===== src/rtl/quad_pkg.sv =====
// Shared definitions for the quadrature step decoder: phase encodings,
// direction levels and the up-sequence successor function.
package quad_pkg;

    localparam logic [1:0] PH_00 = 2'b00;
    localparam logic [1:0] PH_01 = 2'b01;
    localparam logic [1:0] PH_11 = 2'b11;
    localparam logic [1:0] PH_10 = 2'b10;

    localparam logic DIR_UP = 1'b1;
    localparam logic DIR_DN = 1'b0;

    // Successor of a phase when rotating up: 00 -> 01 -> 11 -> 10 -> 00.
    function automatic logic [1:0] next_up(input logic [1:0] ph);
        logic [1:0] nxt;
        case (ph)
            PH_00:   nxt = PH_01;
            PH_01:   nxt = PH_11;
            PH_11:   nxt = PH_10;
            default: nxt = PH_00;
        endcase
        return nxt;
    endfunction

endpackage


===== src/rtl/quad_glitch_filter.sv =====
// One quadrature channel: multi-flop synchroniser followed by a run-length
// glitch filter. The filtered output only follows the synchronised input after
// it has differed for FILT_LEN consecutive cycles.
module quad_glitch_filter #(
    parameter int unsigned SYNC_STAGES = 2,
    parameter int unsigned FILT_LEN    = 3
) (
    input  logic clk,
    input  logic rst,
    input  logic din,
    output logic dout
);

    localparam int unsigned CW = $clog2(FILT_LEN + 1);

    logic [SYNC_STAGES-1:0] sync_q;
    logic                   sync_out;
    logic [CW-1:0]          cnt_q, cnt_d;
    logic                   filt_q, filt_d;

    assign sync_out = sync_q[SYNC_STAGES-1];
    assign dout     = filt_q;

    // Synchroniser shift chain; bit 0 is the metastability-exposed stage.
    always_ff @(posedge clk or posedge rst) begin
        if (rst) begin
            sync_q <= '0;
        end else begin
            sync_q <= {sync_q[SYNC_STAGES-2:0], din};
        end
    end

    // Count consecutive disagreeing cycles; adopt the new value on the last one.
    always_comb begin
        cnt_d  = '0;
        filt_d = filt_q;
        if (sync_out != filt_q) begin
            if (cnt_q == CW'(FILT_LEN - 1)) begin
                filt_d = sync_out;
            end else begin
                cnt_d = cnt_q + CW'(1);
            end
        end
    end

    // Filter state registers.
    always_ff @(posedge clk or posedge rst) begin
        if (rst) begin
            cnt_q  <= '0;
            filt_q <= 1'b0;
        end else begin
            cnt_q  <= cnt_d;
            filt_q <= filt_d;
        end
    end

endmodule


===== src/rtl/quad_step_decoder.sv =====
// Quadrature step decoder: filters phase A/B, then decodes Gray transitions
// into a one-cycle step pulse plus a direction level, with a sticky error for
// double-bit jumps.
module quad_step_decoder
    import quad_pkg::*;
#(
    parameter int unsigned SYNC_STAGES = 2,
    parameter int unsigned FILT_LEN    = 3
) (
    input  logic       clk,
    input  logic       rst,
    input  logic       en,
    input  logic       qa,
    input  logic       qb,
    input  logic       err_clr,
    output logic       step,
    output logic       dir,
    output logic       err,
    output logic [1:0] phase
);

    logic       filt_a, filt_b;
    logic [1:0] filt;
    logic [1:0] diff;
    logic       illegal;

    logic [1:0] phase_q, phase_d;
    logic       step_q, step_d;
    logic       dir_q, dir_d;
    logic       err_q, err_d;

    quad_glitch_filter #(
        .SYNC_STAGES(SYNC_STAGES),
        .FILT_LEN   (FILT_LEN)
    ) u_filt_a (
        .clk (clk),
        .rst (rst),
        .din (qa),
        .dout(filt_a)
    );

    quad_glitch_filter #(
        .SYNC_STAGES(SYNC_STAGES),
        .FILT_LEN   (FILT_LEN)
    ) u_filt_b (
        .clk (clk),
        .rst (rst),
        .din (qb),
        .dout(filt_b)
    );

    assign filt    = {filt_a, filt_b};
    assign diff    = filt ^ phase_q;
    assign illegal = &diff;

    // Decode the filtered transition; phase always tracks so decode resyncs.
    always_comb begin
        phase_d = filt;
        step_d  = 1'b0;
        dir_d   = dir_q;
        err_d   = err_q;
        if (en && (diff != 2'b00) && !illegal) begin
            step_d = 1'b1;
            dir_d  = (filt == next_up(phase_q)) ? DIR_UP : DIR_DN;
        end
        // Set beats clear when both happen in the same cycle.
        if (en && illegal) begin
            err_d = 1'b1;
        end else if (err_clr) begin
            err_d = 1'b0;
        end
    end

    // Decode output registers.
    always_ff @(posedge clk or posedge rst) begin
        if (rst) begin
            phase_q <= PH_00;
            step_q  <= 1'b0;
            dir_q   <= DIR_UP;
            err_q   <= 1'b0;
        end else begin
            phase_q <= phase_d;
            step_q  <= step_d;
            dir_q   <= dir_d;
            err_q   <= err_d;
        end
    end

    assign phase = phase_q;
    assign step  = step_q;
    assign dir   = dir_q;
    assign err   = err_q;

endmodule

===== config.mk =====
export PLATFORM = sky130hd
export DESIGN_NAME = quad_step_decoder
export DESIGN_NICKNAME = d
export VERILOG_FILES = /design/src/rtl/quad_pkg.sv /design/src/rtl/quad_glitch_filter.sv /design/src/rtl/quad_step_decoder.sv
export SDC_FILE = /design/constraint.sdc
export NUM_CORES = 1
export LEC_CHECK = 0
export BUFFER_PORTS_ARGS = -buffer_cell sky130_fd_sc_hd__buf_2
export CORE_MARGIN = 3
export CORE_UTILIZATION = 30
export CTS_CLUSTER_DIAMETER = 150
export DETAILED_ROUTE_END_ITERATION = 7
export GPL_TIMING_DRIVEN = 0
export HOLD_SLACK_MARGIN = 0.08
export PLACE_DENSITY_LB_ADDON = 0.08
export REMOVE_ABC_BUFFERS = 1
export SLEW_MARGIN = 20
export SYNTH_ARGS = -nofsm -noshare
export SYNTH_HDL_FRONTEND = slang
export SYNTH_HIERARCHICAL = 1
export SYNTH_SLANG_ARGS = --single-unit

===== constraint.sdc =====
create_clock -name clk -period 1.7 [get_ports clk]
set_input_delay 0 -clock clk [delete_from_list [all_inputs] [get_ports clk]]
set_output_delay 0 -clock clk [all_outputs]
set_load 0.03 [all_outputs]

Word-level counts from Yosys, hierarchy flattened
Cells that the tools add are included.

cells by class
  mux-type cells = 10
  add/subtract/negate cells = 2
  bitwise logic cells = 1
  reductions and logical operators = 10
  equality and inequality tests = 7

operator list
  cell                                                                    count
  2-bit 2-to-1 mux                                                        5
  2-bit equality test (second input constant)                             3
  2-bit case mux with 3 select lines                                      1
  2-bit AND reduction                                                     3
  2-bit by 1-bit adder with 2-bit output (second input constant)          2
  1-bit 2-to-1 mux                                                        4
  2-bit nonzero test                                                      2
  1-bit logical AND                                                       3
  2-bit by 1-bit equality test with 1-bit output (second input constant)  1
  2-bit equality test                                                     1
  2-bit zero test                                                         1
  1-bit != test                                                           2
  2-bit bitwise XOR                                                       1
  1-bit zero test                                                         1

word-level totals
  bits of input ports = 6
  logic and storage cells = 40
  output and inout port bits = 5
  flip-flop bits (word level) = 15

Logic depth before layout (Yosys ltp)
Gate-level depths: netlist of run 1.

  depth after elaboration = 7
  mapped depth = 3
  mapped depth without buffers = 3

Hierarchy
Netlist of run 1, hierarchy kept.

by module, submodules not included
  module              cells an instance  area each (sq um)  seq. area each (sq um)  instances
  quad_glitch_filter  11                 178.9              125.1                   2
  quad_step_decoder   19                 215.2              126.4                   1

Least setup slack after synthesis of run 1
Ideal clock, no wire load.

  kind = register to register
  from = register phase_q[0] (netlist: phase[0])
  to = register step_q (netlist: step)
  clock period less this slack = 1.129 ns
  data required time = 1.581 ns
  arrival = 1.010 ns
  stages on the path, launching flop included = 4
  path buffers = 0
  slack = 0.571 ns
  setup time = 0.119 ns
  path through = dfrtp_1 xnor2_1 xnor2_1 and2_1

on the way
  cells in the longest elaborated chain, start to end = 5
  elaborated cells between the ends (all ways) = 7
  those cells by class = 1 x mux; 1 x bitwise; 5 x reduce/logical

RTL lines
  item                                                              line                                              source
  start, declared                                                   quad_step_decoder.sv:27                           logic [1:0] phase_q, phase_d;
  start signal, assigned                                            quad_step_decoder.sv:82                           phase_q <= phase_d;
  2-bit bitwise XOR *                                               quad_step_decoder.sv:53                           assign diff = filt ^ phase_q;
  2-bit nonzero test / 2-bit AND reduction (equally long branches)  quad_step_decoder.sv:62, quad_step_decoder.sv:54
  1-bit logical AND / 1-bit zero test (equally long branches)       quad_step_decoder.sv:62                           if (en && (diff != 2'b00) && !illegal) begin
  1-bit logical AND *                                               quad_step_decoder.sv:62
  1-bit 2-to-1 mux *                                                quad_step_decoder.sv:62
  via step_d                                                        quad_step_decoder.sv:28                           logic step_q, step_d;
  end signal, assigned                                              quad_step_decoder.sv:83                           step_q <= step_d;
  end, declared                                                     quad_step_decoder.sv:28

The timed path passes the listed nets; every way through them passes the cells marked *.
A chain may end at the register's enable or synchronous reset.

Worst setup path in the final report of run 1
  from = register u_filt_b.filt_q (netlist: u_filt_b/dout)
  to = register err_q (netlist: err)

on the way
  cells in the longest elaborated chain, start to end = 4
  elaborated cells between the ends (all ways) = 5
  those cells by class = 1 x mux; 1 x bitwise; 3 x reduce/logical

RTL lines
  item                                                           line                      source
  start, declared                                                quad_glitch_filter.sv:19  logic filt_q, filt_d;
  start signal, assigned                                         quad_glitch_filter.sv:53  filt_q <= filt_d;
  2-bit bitwise XOR *                                            quad_step_decoder.sv:53
  2-bit AND reduction *                                          quad_step_decoder.sv:54   assign illegal = &diff;
  1-bit logical AND *                                            quad_step_decoder.sv:67   if (en && illegal) begin
  1-bit 2-to-1 mux / 2-bit nonzero test (equally long branches)  n/a
  end signal, assigned                                           quad_step_decoder.sv:85   err_q <= err_d;
  end, declared                                                  quad_step_decoder.sv:30   logic err_q, err_d;

Every way passes the cells marked *; elsewhere a longest branch is shown, timed or not.

==> metrics.md, run 1 <==
| Metric | Value |
|---|---|
| Slowest CP cell | dlygate4sd3_1 |
| Die Span Y | 49.71 µm |
| Period Utilization, post-route | 90.09% |
| Critical path, cell by cell | xnor2_1 > o32ai_1 > dlygate4sd3_1 |
| Cell Count, Final, Fillers Out | 86 |
| Cells after synthesis | 41 |
| Peak supply drop | 0.8219 mV |
| Worst-path clk slew | 0.08 ns |
| Overall Global Routing Usage | 8.760% |
| Worst Reg-to-Reg Cells | 3 |
| Final GP Congestion | 0.6552 |
| Final setup vio count | 0 |
| CTS tree | done |
| CP bufs+invs | 1 |
| Largest net degree at the start of global routing | 9 |
| Layout net count | 68 |
| Power Total | 1.373 mW |
| Congestion Overflow GR | 0 |
| Worst r2r dst | err |
| Setup repair bufs after CTS | 0 |
| Drt total wl | 942 µm |
| Final TNS setup | 0 ns |
| Area Overhead vs Synth | 29.26% |
| I/O Pins | 11 |
| IO buf count | 10 |
| Final Hold Vio Count | 0 |
| Crit-path max FO | 5 |
| Fill count | 185 |
| Clock period minus worst slack | 1.531 ns |
| DP HPWL | 669.5 µm |
| Yosys cell types | 13 |
| Inserted Clock Buffers | 3 |
| First-pass GRT wire length | 1524 µm |
| Unrepaired setup endpoints after global routing | no |
| Lkg Pwr | 0.3429 nW |
| Crit path launch type | register |
| Fmax | 653.0 MHz |
| Clk_skew | 0.004483 ns |
| Crit Path Category | register to register |
| Share of cells above drive strength 1 | 29.51% |
| Status | completed |
| Dominant cells by area after synthesis | dfrtp_1 61%, xnor2_1 9.2%, mux2_4 5.2% |
| Relative slew slack | 79.89% |
| DIE AREA | 2471 µm² |
| WL/cell | 10.95 µm |
| Reg2Reg Setup Slack | 0.17 ns |
| Crit path largest cell delay | 0.59 ns |
| Die width | 49.71 µm |
| CP required | 1.91 ns |
| PwrDens | 1853 nW/µm² |
| Commonest non-fill, non-tap cells in the layout | 14 x dfrtp_1, 10 x buf_2, 6 x xnor2_1, 6 x dlygate4sd3_1, 5 x inv_1 |
| Antenna violations before repair | 0 |
| Pins Over Slew Limit | 0 |
| Residual DRC | 0 |
| Sequential fraction of the synthesis area | 65.72% |
| Average cell area after synthesis | 13.98 µm² |
| Rows | 15 |
| Number of diodes | 0 |
| Initial Util | 32.48% |
| Reg-to-Reg Start | u_filt_b/dout |
| Max Root-Sink Buffers | 2 |
| Skew-Pair Late Insertion Delay | 0.28 ns |
| DR vias | 365 |
| Number of synthesized register bits | 15 |
| Post-synth top area share | 61.14% |
| Antenna-violating nets left | 0 |
| Least-Margin Pin Slew | 0.2995 ns |
| Crit path max-delay family | buffers and inverters |
| H-tree Lvls | 1 |
| Root Driver | clkbuf_4 |
| Most common cell after layout, fill and taps aside | dfrtp_1 |
| 1st-pass router iterations | 1 |
| Clock Sinks | 15 |
| DR iter-0 viols | 0 |
| CP Capture Type | register |
| Drt via density | 4.244 |
| Vias in the first global route | 380 |
| Area leader, netlist | dfrtp_1 |
| Max Cap Viol | 0 |
| Ys Warns | 6 |
| Post-synthesis cell area | 573.1 µm² |
| Worst EP arrival | 1.74 ns |
| Placed cells | 76 |
| Core Area | 1764 µm² |
| Hold crit path type | input port to asynchronous set/reset pin |
power by group:
part	internal [mW]	switching, mW	leakage [nW]	total (mW)
clock	0.0910	0.104	0.0150	0.195
combinational	0.281	0.280	0.145	0.561
sequential	0.490	0.127	0.183	0.617
worst max path at each step:
stage,start,endpoint,cells after the start
6_report,u_filt_b/dout,err,3
2_1_floorplan,phase[0],step,3
4_1_cts,u_filt_b/dout,err,3
3_3_place_gp,u_filt_a/dout,step,3
3_5_place_dp,u_filt_a/dout,step,3
5_1_grt,u_filt_a/dout,err,3
layout make-up:
class	count	area (µm²)	area share, %
clock buffer	4	26.28	3.547
inverter	5	18.77	2.534
multi-input combinational	21	177.7	23.99
sequential	15	376.6	50.84
tap	25	31.28	4.223
timing repair buffer	16	110.1	14.86
tightest hold or removal path, delay by kind of cell:
kind                   cells  cell delay, ns
buffers and inverters      3            0.82
stage by stage:
step | util, % | cell area (µm²) | setup WS [ns] | hold slack [ns]
3_3_place_gp | 37.09 | 654.4 | 0.6519 | -0.07932
3_5_place_dp | 37.09 | 654.4 | 0.5722 | -0.07690
6_report | 41.99 | 740.7 | 0.1685 | 0.1751
5_1_grt | 41.99 | 740.7 | 0.05379 | 0.1837
4_1_cts | 41.99 | 740.7 | 0.2133 | 0.1745
2_1_floorplan | - | 573.1 | 0.5713 | -0.2222
what timing repair did:
action	CTS	global route
hold buffers	6	0
hold endpoints to repair	20	0
gates resized for setup	0	0
metal layers:
layer  up-vias  global-route usage, %  routed length [µm]
li1        173                      -                   -
met1       176                  9.231                 384
met2        12                  13.88                 474
met3         4                  2.417                  57
met4         0                  8.295                  25
met5         -                      0                   0
registers in the layout, summed over array words and instances, names as in the netlist:
| name | cells |
|---|---|
| dir | 1 |
| err | 1 |
| phase | 2 |
| step | 1 |
| u_filt_a/cnt_q | 2 |
| u_filt_a/dout | 1 |
| u_filt_a/sync_q | 2 |
| u_filt_b/cnt_q | 2 |
| u_filt_b/dout | 1 |
| u_filt_b/sync_q | 2 |
kinds of logic (layout without fill, tap and decap cells):
| group | after synthesis | after routing | share of synthesized area (%) |
|---|---|---|---|
| AOI/OAI and AO/OA | 4 | 4 | 4.148 |
| xor gates and xnor gates | 7 | 7 | 10.70 |
| buffers and inverters | 5 | 25 | 3.275 |
| DFF | 15 | 15 | 65.72 |
| muxes | 2 | 2 | 5.240 |
| and+or+nand+nor | 8 | 8 | 10.92 |
cell usage after synthesis, drive strengths merged:
master and instances:
o32ai 1, nor2 1, xor2 1, inv 5
dfstp 1, o21ai 3, and2 1, mux2 2
nor2b 2, nor3 2, xnor2 6, dfrtp 14
nor3b 2
Note: power is estimated with default switching activity, not from simulation.
==> run 2, diff against run 1 <==
--- a/config.mk
+++ b/config.mk
@@ -6,10 +6,10 @@
 export NUM_CORES = 1
 export LEC_CHECK = 0
 export BUFFER_PORTS_ARGS = -buffer_cell sky130_fd_sc_hd__buf_2
-export CORE_MARGIN = 3
-export CORE_UTILIZATION = 30
+export CORE_AREA = 3 3 40 42
 export CTS_CLUSTER_DIAMETER = 150
 export DETAILED_ROUTE_END_ITERATION = 7
+export DIE_AREA = 0 0 43 45
 export GPL_TIMING_DRIVEN = 0
 export HOLD_SLACK_MARGIN = 0.08
 export PLACE_DENSITY_LB_ADDON = 0.08
@@ -17,5 +17,4 @@
 export SLEW_MARGIN = 20
 export SYNTH_ARGS = -nofsm -noshare
 export SYNTH_HDL_FRONTEND = slang
-export SYNTH_HIERARCHICAL = 1
 export SYNTH_SLANG_ARGS = --single-unit
==> constraint.sdc (replaced) <==
create_clock -name clk -period 1.7 [get_ports clk]
set_input_delay 0.085 -clock clk [delete_from_list [all_inputs] [get_ports clk]]
set_output_delay 0.085 -clock clk [all_outputs]
set_load 0.03 [all_outputs]
==> metrics.md, run 2 <==
| Metric | Value |
|---|---|
| Die Span Y | 45 µm (-9.5%) |
| CP bufs+invs | 1 (unchanged) |
| Rows | 13 (-2) |
| DR vias | 334 (-8.5%) |
| Worst EP arrival | 1.02 ns (-0.72 ns) |
| Final setup vio count | 0 (unchanged) |
| Area Overhead vs Synth | 27.04% |
| Yosys cell types | 12 (-1) |
| Core Area | 1285 µm² (-27%) |
| Hold crit path type | register to register |
| Ys Warns | 0 (-6) |
| Overall Global Routing Usage | 10.73% (+2.0 points) |
| Max Cap Viol | 0 (unchanged) |
| Crit Path Category | register to output port |
| Antenna violations before repair | 0 (unchanged) |
| Lkg Pwr | 0.3135 nW (-8.6%) |
| Final TNS setup | 0 ns (unchanged) |
| Worst-path clk slew | 0.08 ns (about the same) |
| First-pass GRT wire length | 1469 µm (-3.6%) |
| Number of synthesized register bits | 15 (unchanged) |
| Number of diodes | 0 (unchanged) |
| Number of flops mapped to enable cells by yosys | 0 (unchanged) |
| Antenna-violating nets left | 0 (unchanged) |
| Inserted Clock Buffers | 3 (unchanged) |
| CP Capture Type | output port |
| Skew-Pair Late Insertion Delay | 0.27 ns (about the same) |
| Layout net count | 64 (-5.9%) |
| Congestion Overflow GR | 0 (unchanged) |
| Ys async rst share | 100.0% (unchanged) |
| Post-synthesis cell area | 536.8 µm² (-6.3%) |
| IO buf count | 10 (unchanged) |
| Area leader, netlist | dfrtp_1 |
| PwrDens | 1869 nW/µm² (+0.84%) |
| Least-Margin Pin Slew | 0.5352 ns (+0.2357 ns) |
| Pins Over Slew Limit | 0 (unchanged) |
| Reg2Reg Setup Slack | 0.62 ns (+0.45 ns) |
| Dpl cell area | 605.6 µm² (-7.5%) |
| Sequential fraction of the synthesis area | 70.16% (+4.4 points) |
| Period Utilization, post-route | 64.76% (-25 points) |
| Design Area, Final | 681.9 µm² (-7.9%) |
| Fmax | 908.3 MHz (+39%) |
| 1st-pass router iterations | 2 (+1) |
| DR iter-0 viols | 1 (+1) |
| Final Hold Vio Count | 0 (unchanged) |
| Crit-path max FO | 3 (-2) |
| I/O Pins | 11 (unchanged) |
| DIE AREA | 1935 µm² (-22%) |
| Final GP Congestion | 0.7368 (+12%) |
| Drt via density | 4.639 (+9.3%) |
| Largest net degree at the start of global routing | 16 (+7) |
| Post-synth top area share | 65.27% (+4.1 points) |
| Post-CTS resize count | 0 (unchanged) |
| Placed cells | 63 (-17%) |
| Drt total wl | 867 µm (-8.0%) |
| Commonest non-fill, non-tap cells in the layout | 14 x dfrtp_1, 10 x buf_2, 7 x xnor2_1, 5 x dlygate4sd3_1 |
| Initial Util | 41.77% (+9.3 points) |
| Critical path, cell by cell | buf_2 |
| CP required | 1.62 ns (-0.29 ns) |
| Unrepaired setup endpoints after global routing | no |
| Power Total | 1.274 mW (-7.2%) |
| Slowest CP cell | dfstp_2 |
| Vias in the first global route | 388 (+2.1%) |
| CTS tree | done |
| Root Driver | clkbuf_4 |
| Peak supply drop | 0.9420 mV (+15%) |
| Cell Count, Final, Fillers Out | 72 (-16%) |
| Main flop type after synthesis | dfrtp_1 |
| Die width | 43 µm (-13%) |
| Final core area utilization | 53.07% (+11 points) |
| Place WS | 0.6130 ns (+0.04085 ns) |
| Share of cells above drive strength 1 | 28.07% (-1.4 points) |
| Final WS setup | 0.5991 ns (+0.4305 ns) |
| H-tree Lvls | 1 (unchanged) |
| WL/cell | 12.04 µm (+9.9%) |
| Clock Sinks | 15 (unchanged) |
| Cells after synthesis | 38 (-7.3%) |
| Clock period minus worst slack | 1.101 ns (-0.4305 ns) |
| Crit path launch type | register |
| Average cell area after synthesis | 14.13 µm² (+1.1%) |
| Crit path max-delay family | flip-flops |
| Relative slew slack | 64.28% (-16 points) |
| Status | completed |
| Crit path largest cell delay | 0.55 ns (-0.04 ns) |
| Dominant cells by area after synthesis | dfrtp_1 65%, xnor2_1 11%, dfstp_2 4.9% |
| Most frequent cell after synthesis | dfrtp_1 |
| Max Root-Sink Buffers | 2 (unchanged) |
| Top post-synthesis cells by count | 14 x dfrtp_1, 7 x xnor2_1, 3 x inv_1 |
| Residual DRC | 0 (unchanged) |
| Most common cell after layout, fill and taps aside | dfrtp_1 |
| Hold_ws | 0.3642 ns (+0.1891 ns) |
| Clk_skew | 0.0008656 ns (-0.003617 ns) |
-- run 2: cell count changes in the layout (fill, tap and decap cells not counted), moves of 2 or more --
cell / delta
mux2_2: +2
nor2b_1: +2
o21ai_0: -2
nor2b_4: -2
mux2_4: -2
a21oi_1: +2
inv_1: -2
-- run 2: final timing paths --
path,startpoint,endpoint,cells past startpoint
min in group asynchronous,rst,u_filt_b.sync_q[1],3
worst min-delay path,u_filt_a.sync_q[0],u_filt_a.sync_q[1],0
max in group asynchronous,rst,dir,3
worst max-delay path,dir,dir,1
worst min register to register,u_filt_a.sync_q[0],u_filt_a.sync_q[1],0
worst max register to register,u_filt_a.dout,dir,3
-- run 2: layer usage --
metal  up-vias  GRT usage (%)  share of wire (%)
met2         9          20.06                 54
li1        162              -                  -
met5         -              0                  0
met3         0          2.789                5.4
met1       163          10.31                 40
met4         0          7.229                  0
-- run 2: power breakdown --
part / switching [mW] / internal [mW]
Combinational: 0.258 / 0.227
Clock: 0.101 / 0.0908
Sequential: 0.111 / 0.487
Total: 0.470 / 0.805
-- run 2: cells by family (layout without fill, tap and decap cells) --
family / after synthesis / after routing / synth area share (%)
xor+xnor: 7 / 7 / 11.42
mux: 2 / 2 / 4.196
compound gates: 4 / 4 / 4.428
flops: 15 / 15 / 70.16
simple gates: 7 / 7 / 7.691
buf+inv: 3 / 22 / 2.098
-- run 2: cell type report --
type	count	area (µm²)
inverters	3	11.26
flip-flops and latches	15	376.6
fillers	117	603.1
well taps	15	18.77
multi-input cells	20	148.9
clock buffers	4	26.28
repair buffers	15	100.1
-- run 2: what timing repair did --
item	CTS	global route
hold buffers	5	0
endpoints found under the hold margin	18	0
setup buffers	0	0
==> run 3, diff against run 2 <==
==> constraint.sdc (replaced) <==
create_clock -name clk -period 1.1 [get_ports clk]
set_input_delay 0.055 -clock clk [delete_from_list [all_inputs] [get_ports clk]]
set_output_delay 0.055 -clock clk [all_outputs]
set_load 0.03 [all_outputs]
==> metrics.md, run 3 (synthesized netlist as in run 2, its figures left out) <==
| Metric | Value |
|---|---|
| Internal | 1.278 mW (+59%) |
| Final GP Congestion | 0.7368 (unchanged) |
| Worst-path clk slew | 0.08 ns (about the same) |
| Sw Ratio | 36.78% (-0.083 points) |
| Antenna-violating nets left | 0 (unchanged) |
| Commonest non-fill, non-tap cells in the layout | 13 x dfrtp_1, 9 x buf_2, 6 x xnor2_1, 5 x dlygate4sd3_1 |
| Crit-path max FO | 3 (unchanged) |
| Hold_ws | 0.3613 ns (-0.002897 ns) |
| Unrepaired setup endpoints after global routing | no |
| Residual DRC | 0 (unchanged) |
| Overall Global Routing Usage | 10.73% (unchanged) |
| M1 wire length | 357 µm (+2.3%) |
| Period Utilization, post-route | 94.21% |
| CP required | 1.04 ns (-0.58 ns) |
| Clk_skew | 0.0003979 ns (-0.0004677 ns) |
| Lkg Pwr | 0.3183 nW (+1.5%) |
| Final TNS setup | 0 ns (unchanged) |
| Fmax | 964.9 MHz |
| I/O Pins | 11 (unchanged) |
| Place WS | 0.01301 ns (-0.6000 ns) |
| Crit Path Category | register to output port |
| Crit path largest cell delay | 0.55 ns (about the same) |
| Layout net count | 64 (unchanged) |
| Least-Margin Pin Slew | 0.5366 ns (+0.001445 ns) |
| Cell Count, Final, Fillers Out | 72 (unchanged) |
| Max Root-Sink Buffers | 2 (unchanged) |
| Placed cells | 63 (unchanged) |
| Antenna violations before repair | 0 (unchanged) |
| Most common cell after layout, fill and taps aside | dfrtp_1 |
| CTS tree | done |
| Share of cells above drive strength 1 | 31.58% (+3.5 points) |
| Initial Util | 41.77% (unchanged) |
| Routed wl met3 | 46 µm (-2.1%) |
| Worst EP arrival | 0.98 ns (-0.04 ns) |
| Area Overhead vs Synth | 29.14% |
| PwrDens | 2916 nW/µm² (+56%) |
| Logic gate share of total power | 38.7% (+0.6 points) |
| Inserted Clock Buffers | 3 (unchanged) |
| Status | completed |
| Clock Sinks | 15 (unchanged) |
| DR vias | 334 (unchanged) |
| Relative slew slack | 64.19% (-0.096 points) |
| Congestion Overflow GR | 0 (unchanged) |
| Crit path max-delay family | flip-flops |
| Vias in the first global route | 388 (unchanged) |
| Number of diodes | 0 (unchanged) |
| Reg power frac | 46.7% (-0.2 points) |
| Hold crit path type | input port to asynchronous set/reset pin |
| Sw power | 0.7434 mW (+58%) |
| Final WS setup | 0.06366 ns (-0.5354 ns) |
| IO buf count | 10 (unchanged) |
| Die width | 43 µm (unchanged) |
| Crit path launch type | register |
| Drt via density | 4.639 (unchanged) |
| Die Span Y | 45 µm (unchanged) |
| WL met2 | 477 µm (+1.3%) |
| Root Driver | clkbuf_4 |
| Pins Over Slew Limit | 0 (unchanged) |
| Slowest CP cell | dfstp_2 |
| Clock period minus worst slack | 1.036 ns |
| WL/cell | 12.22 µm (+1.5%) |
| CP bufs+invs | 1 (unchanged) |
| 1st-pass router iterations | 2 (unchanged) |
| DIE AREA | 1935 µm² (unchanged) |
| Core Area | 1285 µm² (unchanged) |
| Max Cap Viol | 0 (unchanged) |
| CP Capture Type | output port |
| Largest net degree at the start of global routing | 16 (unchanged) |
| Uppermost routed layer | met3 |
| Fill count | 115 (-1.7%) |
| Rows | 13 (unchanged) |
| DR iter-0 viols | 1 (unchanged) |
| Skew-Pair Late Insertion Delay | 0.27 ns (about the same) |
| Final setup vio count | 0 (unchanged) |
| H-tree Lvls | 1 (unchanged) |
| Clock share of power | 14.6% (-0.4 points) |
| Peak supply drop | 1.446 mV (+53%) |
| Critical path, cell by cell | buf_4 |
| Final Hold Vio Count | 0 (unchanged) |
| Drt total wl | 880 µm (+1.5%) |
| First-pass GRT wire length | 1469 µm (unchanged) |
[run 3: cell counts in the layout (fill, tap and decap cells not counted)]
Identical to the previous run, type by type.
[run 3: cell type report]
| cell class | count | area (µm²) | share of cell area, % |
|---|---|---|---|
| tap | 15 | 18.77 | 2.708 |
| clock buffer | 4 | 26.28 | 3.791 |
| timing repair buffer | 15 | 102.6 | 14.80 |
| inverter | 3 | 11.26 | 1.625 |
| sequential | 15 | 377.9 | 54.51 |
| multi-input combinational | 20 | 156.4 | 22.56 |
[run 3: power by group through the flow]
stage | Combinational (mW) | Sequential [mW] | Clock, mW
finish | 0.782 | 0.943 | 0.296
global route | 0.864 | 0.972 | 0.338
CTS | 0.762 | 0.927 | 0.311
detailed placement | 0.749 | 0.940 | 0
global placement | 0.709 | 0.919 | 0
floorplan | 0.429 | 1.07 | 0
[run 3: final timing paths]
kind,start,to,slack [ns],cells after the start
max,dir,dir,0.06,1
min,rst,u_filt_b.sync_q[1],0.36,3
max reg2reg,u_filt_b.dout,step,0.07,3
min reg2reg,u_filt_a.sync_q[0],u_filt_a.sync_q[1],0.36,0
max in group asynchronous,rst,u_filt_a.dout,0.35,3
min in group clk,u_filt_a.sync_q[0],u_filt_a.sync_q[1],0.36,0
[run 3: what timing repair did]
action | CTS | global route
setup buffers | 0 | 0
hold buffers | 5 | 0
setup endpoints to repair | 0 | 3
hold endpoints to repair | 19 | 0
resized for setup | 0 | 4
[run 3: metrics by stage]
stage                     area (µm²)  utilization [%]  total power [mW]
after floorplan                536.8                -             1.497
after global placement         605.6            47.13             1.628
after detailed placement       605.6            47.13             1.688
after CTS                      681.9            53.07             2.001
after global routing           693.2            53.94             2.174
final                          693.2            53.94             2.021
[run 3: routing by layer]
metal | track usage (%) | up-vias
met2 | 20.06 | 9
met3 | 2.789 | 0
met1 | 10.31 | 163
li1 | - | 162
met4 | 7.229 | 0
met5 | 0 | -
